===== src/rtl/encoder.sv =====
// 8-to-3 encoder with a combinational code and registered code/valid/error.
// Build option ENCODER_PRIORITY_EN selects a priority encoder instead of the OR encoder.
module encoder #(
    parameter bit STICKY_ERR = 1'b0
) (
    input  logic       clk,
    input  logic       rst_n,
    input  logic       e0,
    input  logic       e1,
    input  logic       e2,
    input  logic       e3,
    input  logic       e4,
    input  logic       e5,
    input  logic       e6,
    input  logic       e7,
    output logic       a,
    output logic       b,
    output logic       c,
    output logic [2:0] code_q,
    output logic       valid_q,
    output logic       err_q
);

    logic [7:0] e;
    logic [2:0] code;
    logic [3:0] ones;
    logic       one_hot;
    logic       err_next;

    assign e = {e7, e6, e5, e4, e3, e2, e1, e0};

`ifdef ENCODER_PRIORITY_EN
    // Highest active index wins; later loop iterations overwrite lower ones.
    always_comb begin
        code = 3'd0;
        for (int k = 0; k < 8; k++) begin
            if (e[k]) begin
                code = 3'(k);
            end
        end
    end
`else
    // Code bit gi is the OR of every request whose index has bit gi set.
    generate
        for (genvar gi = 0; gi < 3; gi++) begin : g_bit
            logic [7:0] mask;
            for (genvar gk = 0; gk < 8; gk++) begin : g_line
                localparam int SEL = (gk >> gi) & 1;
                assign mask[gk] = (SEL != 0) ? e[gk] : 1'b0;
            end
            assign code[gi] = |mask;
        end
    endgenerate
`endif

    assign a = code[2];
    assign b = code[1];
    assign c = code[0];

    always_comb begin
        ones = 4'd0;
        for (int k = 0; k < 8; k++) begin
            ones = ones + 4'(e[k]);
        end
    end

    assign one_hot  = (ones == 4'd1);
    assign err_next = STICKY_ERR ? (err_q | ~one_hot) : ~one_hot;

    always_ff @(posedge clk or negedge rst_n) begin
        if (!rst_n) begin
            code_q  <= 3'b000;
            valid_q <= 1'b0;
            err_q   <= 1'b0;
        end else begin
            code_q  <= code;
            valid_q <= |e;
            err_q   <= err_next;
        end
    end

endmodule


===== config.mk =====
export PLATFORM = sky130hd
export DESIGN_NAME = encoder
export DESIGN_NICKNAME = d
export VERILOG_FILES = /design/src/rtl/encoder.sv
export SDC_FILE = /design/constraint.sdc
export NUM_CORES = 1
export LEC_CHECK = 0
export CAP_MARGIN = 10
export CORE_AREA = 2 2 39 41
export DETAILED_ROUTE_END_ITERATION = 10
export DIE_AREA = 0 0 41 43
export PLACE_DENSITY = 0.62
export SYNTH_ARGS = -nofsm -noshare
export SYNTH_HDL_FRONTEND = slang
export SYNTH_SLANG_ARGS = --single-unit

===== constraint.sdc =====
create_clock -name clk -period 1.7 [get_ports clk]
set_clock_uncertainty 0.1 [all_clocks]
set_input_delay 0.34 -clock clk [delete_from_list [all_inputs] [get_ports clk]]
set_output_delay 0.34 -clock clk [all_outputs]
set_load 0.01 [all_outputs]

==> summary.md <==
| Metric | Value |
|---|---|
| Status | finished with violations |
| Failing checks | setup timing |
| DR WL met2 | 478 um |
| Max-slew headroom | 0.843 |
| Hold/Removal Path Class | input pin to async pin |
| Hold Buf Count CTS | 0 |
| N_diodes | 0 |
| Wire per inst | around 11 um |
| DR vias/cell | around 4.3 |
| Grt ovf | 0 |
| PnR Total Power | ~470 uW |
| RSZ-0062 raised after global routing | true |
| GRT Util Overall | 0.125 |
| Htree depth | 1 |
| Max cap viols | 0 |
| Syn_nets | 53 |
| Worst-path fanout max | 2 |
| Nets | a little under 90 |
| # DRC | 0 |
| Leading area contributor after synthesis | dfrtp_1 |
| WL met1 | between 300 and 400 um |
| P_leak | 0.000346 uW |
| Post-layout util | 0.502 |
| Final setup viols | 1 |
| Synth Instances | 35 |
| Final Cycle Share | 1.71 |
| PortBufs | 17 |
| Area contributors post-synth | dfrtp_1 (33%), fa_1 (21%), inv_1 (14%) |
| Fmax | about 340 MHz |
| Layout cell share with drive strength beyond 1 | 0.471 |
| CTS sink count | 5 |
| Pwr dens | 681 nW/um2 |
| Global-route wire length before repair | ~1400 um |
| Yosys top cell area share | 0.334 |
| Multi-input logic area | 210 um2 |
| Initial antenna violation count | 0 |
| CTS max path bufs | 2 |
| Tightest Pin Transition | approximately 0.23 ns |
| Post-Syn Area per Cell | ~11 um2 |
| I/O pins | 18 |
| Antenna-violating nets left | 0 |
| CP dominant cell by count | fa_1 |
| Register area share after synthesis | 0.334 |
| Vias in the first global route | approximately 360 |
| Reg clk slew, reported paths | 0.04 ns |
| Drt pass-1 iters | 2 |
| Largest net degree at the start of global routing | 6 |
| CTS tree | built |
| Final hold violations | 0 |
| CP max-delay cell | fa_1 |
| Uppermost layer routed | met4 |
| Synth Register Bits | 5 |
| Layout fillers | ~140 |
| Largest vdd supply drop | between 0.2 and 0.25 mV |
| Worst Setup End Kind | register |
| Mapped cell area | roughly 370 um2 |
| Final Worst Setup Slack | -1.21 ns |
| Worst setup SP type | input pin |
| Fin crit period | just under 3 ns |
| Row count | 14 |
| CTS Root Cell | clkbuf_4 |
| Met3 WL | roughly 97 um |
| Die H | ~43 um |
| Vias | roughly 370 |
| Die footprint | between 1500 and 2000 um2 |
| Die Width | a little over 40 um |
| Storage cell area | about 130 um2 |
| P&R area growth vs syn | 85.6% |
| Critical path type | input pin to register |
| Inserted Clock Buffers | 3 |
| Final GP Congestion | between 0.7 and 0.8 |
| Area of the core | between 1000 and 1500 um2 |
| Netlist cell types | 12 |
| CP arrival | approximately 2.9 ns |
| Top Family by Delay on Critical Path | adder cells |
| Post-Route WL | between 800 and 900 um |
| DR iter-0 viols | 11 |
| Worst path cell trace | buf_6 > inv_4 > fa_1 > fa_1 > fa_1 > inv_1 > ha_2 > inv_2 > fa_1 > and3b_1 > a41oi_2 |
| CP peak stage delay | around 0.54 ns |
| Post-DP HPWL | around 700 um |
| Slew Limit Fails | 0 |
| Initial Util | 0.270 |
| CP bufs+invs | 4 |
| Critical Path RT | 1.70 ns |
| Yosys warns | 0 |
[sequential cells by signal, indices dropped and copies added (netlist names)]
name / flops
err_q: 1
code_q: 3
valid_q: 1
[per-layer routing]
layer,GRT usage,up-vias
met5,0,-
met4,0.100,0
met3,0.0209,2
met2,0.194,15
met1,0.139,174
li1,-,174
[cells in the final DEF, fill, tap and decap left out, types with 2 or more instances in the layout]
cell type	instances
dlygate4sd2_1	2
buf_4	10
or4_4	2
buf_2	2
inv_2	3
inv_1	9
clkbuf_2	2
dfrtp_1	5
clkdlybuf4s50_1	6
fa_1	4
clkbuf_4	3
ha_1	3
buf_6	6
[layout make-up]
class                           instances  area share
Timing Repair Buffer                   29       0.360
Multi-Input combinational cell         16       0.303
Sequential cell                         5       0.180
Tap cell                               16      0.0288
Inverter                               14      0.0901
Clock buffer                            4      0.0378
[power by group]
group	leakage, uW	switching (uW)	internal, uW	total (uW)
sequential	0.0000458	2.25	130	132
combinational	0.000285	92.9	113	206
clock	0.0000150	46.6	88.6	135
[how the worst max path moves through the flow]
stage | startpoint | end | slack [ns] | cells after the start
floorplan | e3 | err_q$_DFF_PN0_ | -1.35 | 10
global placement | e3 | err_q$_DFF_PN0_ | -2.04 | 11
detailed placement | e3 | err_q$_DFF_PN0_ | -2.05 | 11
CTS | e1 | err_q$_DFF_PN0_ | -1.18 | 11
global route | e1 | err_q$_DFF_PN0_ | -1.31 | 11
finish | e1 | err_q$_DFF_PN0_ | -1.21 | 11
[timing repair]
item                                    4_1_cts  5_1_grt
endpoints found under the setup margin        5        5
resized for setup                            39        5
setup buffers                                 1        0
pin swaps                                     8        1
[synthesized netlist by cell type]
cell type and n:
inv_1 14, and4b_1 1, nand2_1 1, dfrtp_1 5
or4_1 1, fa_1 4, a41oi_1 1, nand4_1 1
or4_4 1, ha_1 4, and3b_1 1, or4b_1 1
[kinds of logic (layout without fill, tap and decap cells)]
kind of cell	Yosys count	after routing	synth area share
buffers and inverters	14	47	0.140
adder cells (fa/ha/maj)	8	8	0.348
AND/OR/NAND/NOR	7	7	0.154
flip-flops	5	5	0.334
AO/OA/AOI/OAI	1	1	0.0234
[through the flow]
step                hold WS [ns]  instance area [um2]  TNS [ns]  setup WS, ns  cells
finish                     0.223                  694     -1.21         -1.21     84
global route               0.239                  694     -1.35         -1.31     84
CTS                        0.221                  694     -1.18         -1.18     84
detailed placement         0.482                  657     -4.73         -2.05     79
global placement           0.480                  657     -4.65         -2.04     79
floorplan                -0.0556                  384     -1.35         -1.35     35
Power figures use the tool's default switching activity.
==> RTL edit (same flow settings) <==
The option `ENCODER_PRIORITY_EN` is turned on by a define.
--- a/src/rtl/encoder.sv
+++ b/src/rtl/encoder.sv
@@ -1,5 +1,7 @@
 // 8-to-3 encoder with a combinational code and registered code/valid/error.
 // Build option ENCODER_PRIORITY_EN selects a priority encoder instead of the OR encoder.
+`define ENCODER_PRIORITY_EN
+
 module encoder #(
     parameter bit STICKY_ERR = 1'b0
 ) (
Behaviour: not the same (a bounded check fails within 4 cycles, from zero or initial values and one cycle with rst_n low).
==> RTL edit against the original RTL <==
- the run still ends with negative setup slack left
- setup slack better by 89 ps
- routed wire length up 13%
- non-clock buffer count up 7
- design area up 12%
- sequential share of layout area down 1.9 points
- combinational power up 23%
- area after synthesis up 6.7%
- power up 11%
- sequential cell count unchanged
- critical path type unchanged
- highest routed layer is now met3
==> RTL edit: results (changes against the original RTL) <==
Outcome
  • Status: finished with violations
  • Violated checks: negative setup slack

Timing
  • Setup WS post-layout: -1116 ps (+89.46 ps)
  • Final Setup Violations: 1 (unchanged)
  • Final Hold Viols: 0 (unchanged)
  • Least-Margin Pin Slew: 246.8 ps (+11.81 ps)

Setup path
  • Arr. time, crit path: 2840 ps (-70 ps)
  • Critical Path Start: e0
  • Slowest cell on crit path: fa_1

Drt
  • Routed WL: 1019 um (+13%)
  • DR pass1 iterations: 4 (+2)
  • Via count: 399 (+9.3%)
  • Initial DRC Count: 4 (-7)

Place
  • RePlAce Congestion: 0.6681 (-11%)
  • Post-DP Area: 696.9 sq um (+6.1%)
  • Port bufs: 17 (unchanged)
  • HPWL after DPL: 853.1 um (+19%)

Global route
  • Total track usage: 15.74% (+3.3 points)
  • Initial antenna violation count: 0 (unchanged)
  • First-pass GRT wire length: 1849 um (+28%)
  • Vias in the first global route: 437 (+21%)
  • Largest net degree at the start of global routing: 6 (unchanged)
  • Overflow after GRT: 0 (unchanged)

Logic synthesis
  • Ys Warns: 0 (unchanged)
  • Syn_nets: 56 (+5.7%)
  • Synth cell types: 12 (unchanged)
  • Main area contributors after synthesis: dfrtp_1 31%, fa_1 20%, inv_1 13%
  • Asr flop ratio synth: 100.0% (unchanged)
  • Sequential share of the synthesized area: 31.35% (-2.1 points)
  • Commonest cells post-synth: 14 x inv_1, 5 x dfrtp_1, 4 x fa_1, 4 x ha_1

Clock tree
  • Worst-case clock buffer depth: 2 (unchanged)
  • Clock-pin slew on the worst setup and hold paths: 40 ps (about the same)
  • CTS Buf Count: 3 (unchanged)

Cells and area
  • Antenna Cells: 0 (unchanged)
  • FILL cells: 121 (-12%)
  • Biggest regs: code_q: 3 flops, err_q: 1 flops, valid_q: 1 flops
  • Share of cells above drive strength 1: 52.56% (+5.5 points)
  • Nets: 97 (+11%)

Power
  • Sw Pwr: 0.0001596 W (+13%)
  • Peak supply drop: 0.3482 mV (+56%)
  • Cell leakage power: 0.3870 nW (+12%)

Worst hold path
  • Min-delay worst type: input port to async pin
-- RTL edit: cell count changes in the layout (fill, tap and decap cells not counted), moves of 2 or more --
cell / unedited run / this run
buf_4: 10 / 19
buf_6: 6 / 3
a21oi_1: 0 / 2
nand3_2: 0 / 2
dlygate4sd2_1: 2 / 5
or4_4: 2 / 0
clkbuf_2: 2 / 0
-- RTL edit: cells by family (layout without fill, tap and decap cells) --
family,Yosys count,count (layout),synth area share (%)
buffers and inverters,14,54,13.17
adders and majority gates,8,8,32.60
AOI/OAI and AO/OA,5,5,9.403
DFF,5,5,31.35
and+or+nand+nor,5,5,9.719
muxes,1,1,3.761
-- RTL edit: worst max-delay path by stage --
| stage | to | slack, ps | depth (start not counted) |
|---|---|---|---|
| 6_report | err_q | -1120 | 12 |
| 5_1_grt | err_q | -1160 | 12 |
| 4_1_cts | err_q | -1250 | 12 |
| 3_5_place_dp | err_q | -1880 | 12 |
| 3_3_place_gp | err_q | -1870 | 12 |
| 2_1_floorplan | err_q | -1310 | 11 |
-- RTL edit: timing repair --
action / 4_1_cts / 5_1_grt
hold buffers: 0 / 0
buffers inserted: 5 / 0
setup endpoints to repair: 4 / 3
resized for setup: 38 / 3
pin swaps: 9 / 6
-- RTL edit: routing by layer --
layer	global-route usage, %	share of wire (%)	wire length [um]	up-vias
li1	-	-	-	196
met1	17.97	38	384	185
met2	25.94	53	537	18
met3	3.141	9.4	96	0
met4	8.000	0	0	0
met5	0	0	0	-
-- RTL edit: final cells by class --
cell class | count | share of cell area [%]
repair buffers | 36 | 38.65
multi-input cells | 19 | 32.21
flip-flops and latches | 5 | 16.10
inverters | 14 | 7.085
clock buffers | 4 | 3.382
well taps | 16 | 2.576
-- RTL edit: power groups by stage --
stage                     sequential (W)  combinational (W)  clock [W]
after detailed placement        0.000136           0.000243          0
after floorplan                 0.000143           0.000123          0
after global routing            0.000136           0.000284   0.000160
final                           0.000134           0.000254   0.000136
after CTS                       0.000134           0.000260   0.000141
after global placement          0.000135           0.000234          0
-- RTL edit: stage by stage --
stage / hold slack, ps / TNS (ps) / std cells / util, % / setup WS, ps
4_1_cts: 222.9 / -1248 / 94 / 55.61 / -1248
3_3_place_gp: 480.4 / -3420 / 85 / 50.36 / -1865
6_report: 219.1 / -1116 / 94 / 56.15 / -1116
2_1_floorplan: -55.59 / -1306 / 38 / - / -1306
3_5_place_dp: 481.9 / -3479 / 85 / 50.36 / -1883
5_1_grt: 217.2 / -1164 / 94 / 56.15 / -1164
